<file path="src/rtl/pwm_pkg.sv">
`default_nettype none
// ============================================================================
// Module      : pwm_pkg
// Description : Shared types, defaults and helpers for the multichannel PWM.
// Revision    : 1.0 - initial release
// ============================================================================
package pwm_pkg;

  // Counting style of the shared period counter
  typedef enum logic {
    PWM_EDGE   = 1'b0,
    PWM_CENTER = 1'b1
  } pwm_mode_e;

  // Direction of the center-aligned up/down counter
  typedef enum logic {
    DIR_UP   = 1'b0,
    DIR_DOWN = 1'b1
  } pwm_dir_e;

  localparam int DEF_NUM_CH  = 16;
  localparam int DEF_CNT_W   = 8;
  localparam int DEF_PRESC_W = 8;

  // Channel-select width; a single channel still needs a 1-bit select port
  function automatic int sel_width(input int n);
    return (n > 1) ? $clog2(n) : 1;
  endfunction

endpackage
`default_nettype wire

</file>
<file path="src/rtl/pwm_channel.sv">
`default_nettype none
// ============================================================================
// Module      : pwm_channel
// Description : One PWM channel: pending/active duty registers, compare
//               against the shared counter, enable gating, output register.
// Revision    : 1.0 - initial release
// ============================================================================
module pwm_channel
  import pwm_pkg::*;
#(
  parameter int CNT_W  = DEF_CNT_W,
  parameter int SEL_W  = 4,
  parameter int CH_IDX = 0
) (
  input  logic             clk,
  input  logic             rst,
  input  logic             en_out,
  input  logic             en_pwm,
  input  logic             boundary,
  input  logic             duty_we,
  input  logic [SEL_W-1:0] duty_wsel,
  input  logic [CNT_W-1:0] duty_wdata,
  input  logic [CNT_W-1:0] cnt,
  output logic             out
);

  localparam logic [SEL_W-1:0] C_IDX = SEL_W'(CH_IDX);

  logic             w_hit;
  logic             w_raw;
  logic             w_out_nxt;
  logic [CNT_W-1:0] r_pending;
  logic [CNT_W-1:0] r_active;

  // Selects outside 0..NUM_CH-1 match no channel, so such writes vanish
  assign w_hit = duty_we && (duty_wsel == C_IDX);

  // Unsigned compare: duty 0 never fires, duty above the period always fires
  assign w_raw = (cnt < r_active);

  // Disabled output forces low; output enabled without PWM forces high
  always_comb begin
    w_out_nxt = 1'b0;
    if (en_out) begin
      w_out_nxt = en_pwm ? w_raw : 1'b1;
    end
  end

  // Pending duty captures every write addressed to this channel
  always_ff @(posedge clk or posedge rst) begin
    if (rst) begin
      r_pending <= '0;
    end else if (w_hit) begin
      r_pending <= duty_wdata;
    end
  end

  // Active duty reloads only at a boundary; a coincident write goes straight through
  always_ff @(posedge clk or posedge rst) begin
    if (rst) begin
      r_active <= '0;
    end else if (boundary) begin
      r_active <= w_hit ? duty_wdata : r_pending;
    end
  end

  // Registered output, one clock behind the counter and enables
  always_ff @(posedge clk or posedge rst) begin
    if (rst) begin
      out <= 1'b0;
    end else begin
      out <= w_out_nxt;
    end
  end

endmodule
`default_nettype wire

</file>
<file path="src/rtl/pwm_multichannel.sv">
`default_nettype none
// ============================================================================
// Module      : pwm_multichannel
// Description : Multichannel PWM with a shared prescaler and period counter,
//               boundary-shadowed period/mode/duty, edge or center alignment.
// Revision    : 1.0 - initial release
// ============================================================================
module pwm_multichannel
  import pwm_pkg::*;
#(
  parameter int NUM_CH  = DEF_NUM_CH,
  parameter int CNT_W   = DEF_CNT_W,
  parameter int PRESC_W = DEF_PRESC_W
) (
  input  logic                           clk,
  input  logic                           rst,
  input  logic [NUM_CH-1:0]              en_out,
  input  logic [NUM_CH-1:0]              en_pwm,
  input  logic                           duty_we,
  input  logic [sel_width(NUM_CH)-1:0]   duty_wsel,
  input  logic [CNT_W-1:0]               duty_wdata,
  input  logic [CNT_W-1:0]               period,
  input  logic [PRESC_W-1:0]             prescale,
  input  logic                           mode,
  output logic [NUM_CH-1:0]              out,
  output logic                           period_tick
);

  localparam int SEL_W = sel_width(NUM_CH);

  logic [PRESC_W-1:0] r_presc_cnt;
  logic               w_tick;

  logic [CNT_W-1:0]   r_cnt;
  pwm_dir_e           r_dir;
  logic [CNT_W-1:0]   r_period_sh;
  pwm_mode_e          r_mode_sh;

  logic [CNT_W-1:0]   w_cnt_nxt;
  pwm_dir_e           w_dir_nxt;
  logic               w_wrap;
  logic               w_boundary;

  // A reload value lowered below the running count still ends the prescale
  // cycle right away instead of waiting for the counter to roll over
  assign w_tick = (r_presc_cnt >= prescale);

  // Prescaler: counts 0..prescale and wraps on the tick
  always_ff @(posedge clk or posedge rst) begin
    if (rst) begin
      r_presc_cnt <= '0;
    end else if (w_tick) begin
      r_presc_cnt <= '0;
    end else begin
      r_presc_cnt <= r_presc_cnt + PRESC_W'(1);
    end
  end

  // Next counter value and whether this step closes the period
  always_comb begin
    w_wrap    = 1'b0;
    w_cnt_nxt = r_cnt;
    w_dir_nxt = r_dir;
    if (r_mode_sh == PWM_EDGE) begin
      if (r_cnt >= r_period_sh) begin
        w_wrap = 1'b1;
      end else begin
        w_cnt_nxt = r_cnt + CNT_W'(1);
      end
    end else if (r_dir == DIR_UP) begin
      if (r_cnt >= r_period_sh) begin
        // Periods of 0 or 1 have no descending leg: the peak is also the end
        if (r_period_sh <= CNT_W'(1)) begin
          w_wrap = 1'b1;
        end else begin
          w_cnt_nxt = r_cnt - CNT_W'(1);
          w_dir_nxt = DIR_DOWN;
        end
      end else begin
        w_cnt_nxt = r_cnt + CNT_W'(1);
      end
    end else begin
      if (r_cnt <= CNT_W'(1)) begin
        w_wrap = 1'b1;
      end else begin
        w_cnt_nxt = r_cnt - CNT_W'(1);
      end
    end
  end

  assign w_boundary = w_tick && w_wrap;

  // Period counter plus period/mode shadows, reloaded together at a boundary
  always_ff @(posedge clk or posedge rst) begin
    if (rst) begin
      r_cnt       <= '0;
      r_dir       <= DIR_UP;
      r_period_sh <= '0;
      r_mode_sh   <= PWM_EDGE;
    end else if (w_boundary) begin
      r_cnt       <= '0;
      r_dir       <= DIR_UP;
      r_period_sh <= period;
      r_mode_sh   <= pwm_mode_e'(mode);
    end else if (w_tick) begin
      r_cnt       <= w_cnt_nxt;
      r_dir       <= w_dir_nxt;
    end
  end

  // Boundary pulse, visible the clock after the boundary edge
  always_ff @(posedge clk or posedge rst) begin
    if (rst) begin
      period_tick <= 1'b0;
    end else begin
      period_tick <= w_boundary;
    end
  end

  for (genvar gi = 0; gi < NUM_CH; gi++) begin : g_ch
    pwm_channel #(
      .CNT_W  (CNT_W),
      .SEL_W  (SEL_W),
      .CH_IDX (gi)
    ) u_ch (
      .clk        (clk),
      .rst        (rst),
      .en_out     (en_out[gi]),
      .en_pwm     (en_pwm[gi]),
      .boundary   (w_boundary),
      .duty_we    (duty_we),
      .duty_wsel  (duty_wsel),
      .duty_wdata (duty_wdata),
      .cnt        (r_cnt),
      .out        (out[gi])
    );
  end

endmodule
`default_nettype wire

</file>
<file path="config.mk">
export PLATFORM = sky130hd
export DESIGN_NAME = pwm_multichannel
export DESIGN_NICKNAME = d
export VERILOG_FILES = /design/src/rtl/pwm_pkg.sv /design/src/rtl/pwm_channel.sv /design/src/rtl/pwm_multichannel.sv
export SDC_FILE = /design/constraint.sdc
export NUM_CORES = 1
export LEC_CHECK = 0
export CORE_MARGIN = 5
export CORE_UTILIZATION = 40
export DETAILED_ROUTE_END_ITERATION = 8
export GPL_TIMING_DRIVEN = 0
export SLEW_MARGIN = 15
export SYNTH_ARGS = -nofsm -noshare
export SYNTH_HDL_FRONTEND = slang
export SYNTH_HIERARCHICAL = 1
export SYNTH_SLANG_ARGS = --single-unit
</file>
<file path="constraint.sdc">
create_clock -name clk -period 4.29 [get_ports clk]
set_input_delay 0.858 -clock clk [delete_from_list [all_inputs] [get_ports clk]]
set_output_delay 0.858 -clock clk [all_outputs]
set_load 0.02 [all_outputs]
</file>
==> impl_metrics.csv <==
group,metric,value,unit
finish,layoutNonFillerInstCount,2404,
setup_path,path_class,"register to register",
sta,finalHoldViolations,0,
clocking,clockBufferDepth,3,
finish,area_growth_syn_to_layout,17.5,%
clocking,cts_root_buf,"clkbuf_16",
synth,syn_avg_cell_area,9.73,µm²
die,initial_core_util,40.7,%
routing,drc_errors,0,
synth,synth_edf_count,0,
synth,ys.flop_type,"dfrtp_1",
global_routing,antenna_found_initial,1,
synth,seq_area_frac_synth,44.8,%
die,die_h,214,µm
sta,fin_skew,0.0155,ns
sta,relSlewSlack,22.3,%
synth,synth.distinct_cells,57,
setup_path,worstSetupEndpointType,"register",
placed_design,gp_congestion,0.791,
placed_design,place_inst,2339,
routing,antenna_left,0,
sta,worst_pin_slew,1.16,ns
pwr,powerDensity,625,mW/mm²
sta,setup_viol,0,
finish,fin_area,0.0196,mm²
sta,hold_ws,0.489,ns
clocking,clkSinkCount,299,
sta,fin_crit,4.06,ns
finish,final_util,47.8,%
outcome,outcome,"completed",
clocking,cts_tree,"done",
setup_path,crit_path_max_incr_delay,0.83,ns
setup_path,r2r_setup_slack,0.23,ns
sta,final_max_slew_viol_count,0,
clocking,clk_pin_slew,0.06,ns
clocking,clk-insertion-delay-late,0.52,ns
routing,wirelength,45300,µm
routing,drt-vias-per-instance,5.53,
die,die_area,0.0460,mm²
clocking,ctsHoldBuffers,0,
routing,drt_iter0_drc,964,
placed_design,hpwl,28900,µm
clocking,cts_made_buffers,36,
synth,ys_ff_latch,299,
setup_path,required,4.67,ns
setup_path,path_max_fanout,34,
sta,fin_crit_sh,94.7,%
die,core,0.0411,mm²
global_routing,overflow,0,
global_routing,grt_usage,19.4,%
global_routing,grt_max_degree,56,
synth,synthArstFlopShare,100,%
worst_hold_path,hold_class,"register to register",
clocking,h-tree-depth,2,
routing,post_drt_wl_per_cell,18.9,µm
synth,netlist_area,0.0167,mm²
synth,syn_inst,1717,
pwr,power_leakage,0.00913,µW
synth,synth_warnings,6,
synth,syn_nets,1913,
sta,rsz0062_at_grt,"false",
routing,dr.pass1.iters,5,
placed_design,dpl_cell_area,0.0183,mm²
setup_path,worstPathArrival,4.44,ns
routing,vias,13300,
die,placement_rows,74,
setup_path,crit_path_start_kind,"register",
setup_path,worstPathCellList,"inv_1 > ha_1 > nand2b_4 > a2111oi_2 > or3_4 > a21oi_1 > or2_4 > nand2_4 > inv_4 > clkbuf_1 > clkbuf_1 > o31a_1 > a21oi_1",
placed_design,portBuffers,80,
global_routing,grt_pass1_vias,13400,
die,pin_count,81,
global_routing,grt_pass1_wl,72400,µm
job,maxCapViolCount,0,
finish,num-nets-final,2041,
sta,max_freq,246,MHz
pwr,max-vdd-ir-drop,0.373,mV
finish,drive_gt1_share,9.83,%
setup_path,cp_slowest_cell,"dfrtp_2",
die,die_w,214,µm
[cell families (layout without fill, tap and decap cells)]
logic type / count (synthesis) / count (layout) / synth area share (%)
other: 0 / 1 / 0
AND/OR/NAND/NOR: 285 / 285 / 9.60
buffers and inverters: 373 / 527 / 9.34
XOR/XNOR: 7 / 7 / 0.367
adder cells (fa/ha/maj): 132 / 132 / 9.88
multiplexers: 38 / 38 / 2.67
AO/OA/AOI/OAI: 583 / 583 / 23.4
flip-flops: 299 / 299 / 44.8
[stage by stage]
step	total power, µW	setup TNS [ns]	setup slack (ns)
2_1_floorplan	7430	0	1.15
3_3_place_gp	8710	-51.05	-0.614
3_5_place_dp	9040	-0.213	-0.0991
4_1_cts	12400	0	0.195
5_1_grt	13300	0	0.0166
6_report	12300	0	0.228
[layer usage]
metal / track usage [%] / vias to the layer above / routed length (µm)
li1: - / 6380 / -
met1: 26.7 / 6491 / 20800
met2: 31.8 / 348 / 20900
met3: 2.84 / 85 / 2260
met4: 5.93 / 0 / 1350
met5: 0 / - / 0
[path summary, 6_finish.rpt]
kind	from	end	cells past startpoint
max	r_cnt[0]$_DFFE_PP0P_	g_ch[0].u_ch/r_active[0]$_DFFE_PP0P_	13
min	g_ch[3].u_ch/r_pending[2]$_DFF_PP0_	g_ch[3].u_ch/r_pending[2]$_DFF_PP0_	2
max reg2reg	r_cnt[0]$_DFFE_PP0P_	g_ch[0].u_ch/r_active[0]$_DFFE_PP0P_	13
min reg2reg	g_ch[3].u_ch/r_pending[2]$_DFF_PP0_	g_ch[3].u_ch/r_pending[2]$_DFF_PP0_	2
max in group asynchronous	rst	g_ch[14].u_ch/r_active[5]$_DFFE_PP0P_	2
min in group asynchronous	rst	period_tick$_DFF_PP0_	2
[layout by cell type, fill, tap and decap left out, types with 21 or more instances in the layout]
| cell | netlist | layout |
|---|---|---|
| o221ai_1 | 39 | 39 |
| ha_1 | 132 | 132 |
| nor2_1 | 117 | 117 |
| o31a_1 | 92 | 92 |
| o211ai_1 | 25 | 25 |
| clkdlybuf4s50_1 | 0 | 67 |
| buf_2 | 32 | 44 |
| o21ai_0 | 119 | 119 |
| dfrtp_1 | 299 | 291 |
| nand2b_1 | 21 | 21 |
| clkbuf_16 | 0 | 37 |
| inv_1 | 278 | 277 |
| o31ai_1 | 92 | 92 |
| nand3_1 | 30 | 30 |
| nand2_1 | 60 | 60 |
| clkbuf_1 | 43 | 49 |
| a21oi_1 | 148 | 148 |
[critical path, delay by kind of cell (launching register included)]
family / cells / cell delay (ns)
buf+inv: 4 / 1.34
fa+ha+maj: 1 / 0.35
flops: 1 / 0.83
simple gates: 4 / 0.83
compound gates: 4 / 0.56
[sequential cells by signal (all words and copies together), names as in the netlist]
signal,count
g_ch.u_ch/r_active,128
g_ch.u_ch/r_pending,128
g_ch.u_ch/out,16
r_cnt,8
r_period_sh,8
r_presc_cnt,8
period_tick,1
r_dir,1
r_mode_sh,1
[cell usage after synthesis (2+ instances only)]
cell type / count / area share, %
nand4b_4: 7 / 1.0
nand4bb_4: 5 / 0.82
o31ai_1: 92 / 4.1
nand2_1: 60 / 1.3
nand3_1: 30 / 0.90
xnor2_1: 2 / 0.10
mux2i_1: 6 / 0.36
and3_1: 2 / 0.075
nand4_4: 3 / 0.38
inv_1: 278 / 6.2
buf_2: 32 / 0.96
o21ai_1: 11 / 0.33
mux2_2: 16 / 1.1
or2_0: 2 / 0.075
or3b_1: 4 / 0.21
buf_8: 3 / 0.27
nor3_1: 9 / 0.27
a21oi_1: 148 / 4.4
a211oi_1: 16 / 0.72
a31oi_1: 14 / 0.52
or2_1: 3 / 0.11
nor2_1: 117 / 2.6
o21ai_0: 119 / 3.6
and2_1: 3 / 0.11
o211ai_1: 25 / 1.1
o22ai_1: 4 / 0.15
o221ai_1: 39 / 2.0
buf_6: 11 / 0.74
nand4_1: 8 / 0.30
o2bb2ai_1: 2 / 0.10
a2111o_1: 16 / 1.1
ha_1: 132 / 9.9
mux2_4: 7 / 0.63
nand2b_1: 21 / 0.79
or4_1: 3 / 0.13
dfrtp_1: 299 / 45
xor2_1: 5 / 0.26
clkbuf_1: 43 / 0.97
clkinv_1: 3 / 0.067
mux2_1: 9 / 0.61
o31a_1: 92 / 4.8
[area by class of cell]
cell class	count	area (µm²)
clock buffers	53	1090
multi-input cells	1045	7670
diodes	1	2.50
flip-flops and latches	299	7490
plain buffers	91	502
well taps	532	666
fillers	3886	21500
inverters	282	1060
clock inverters	11	205
repair buffers	90	961
[power breakdown]
part | total, µW | switching, µW | internal, µW | leakage [µW]
combinational | 4540 | 2580 | 1960 | 0.00476
clock | 3300 | 1190 | 2110 | 0.000639
sequential | 4440 | 624 | 3820 | 0.00373
total | 12300 | 4390 | 7890 | 0.00913
[what timing repair did]
action                                  CTS  global route
endpoints found under the setup margin    2             0
resized for setup                         1             0
setup buffers                             0             0
endpoints found under the hold margin     0             0
No activity file was read; power rests on OpenSTA's default activity.
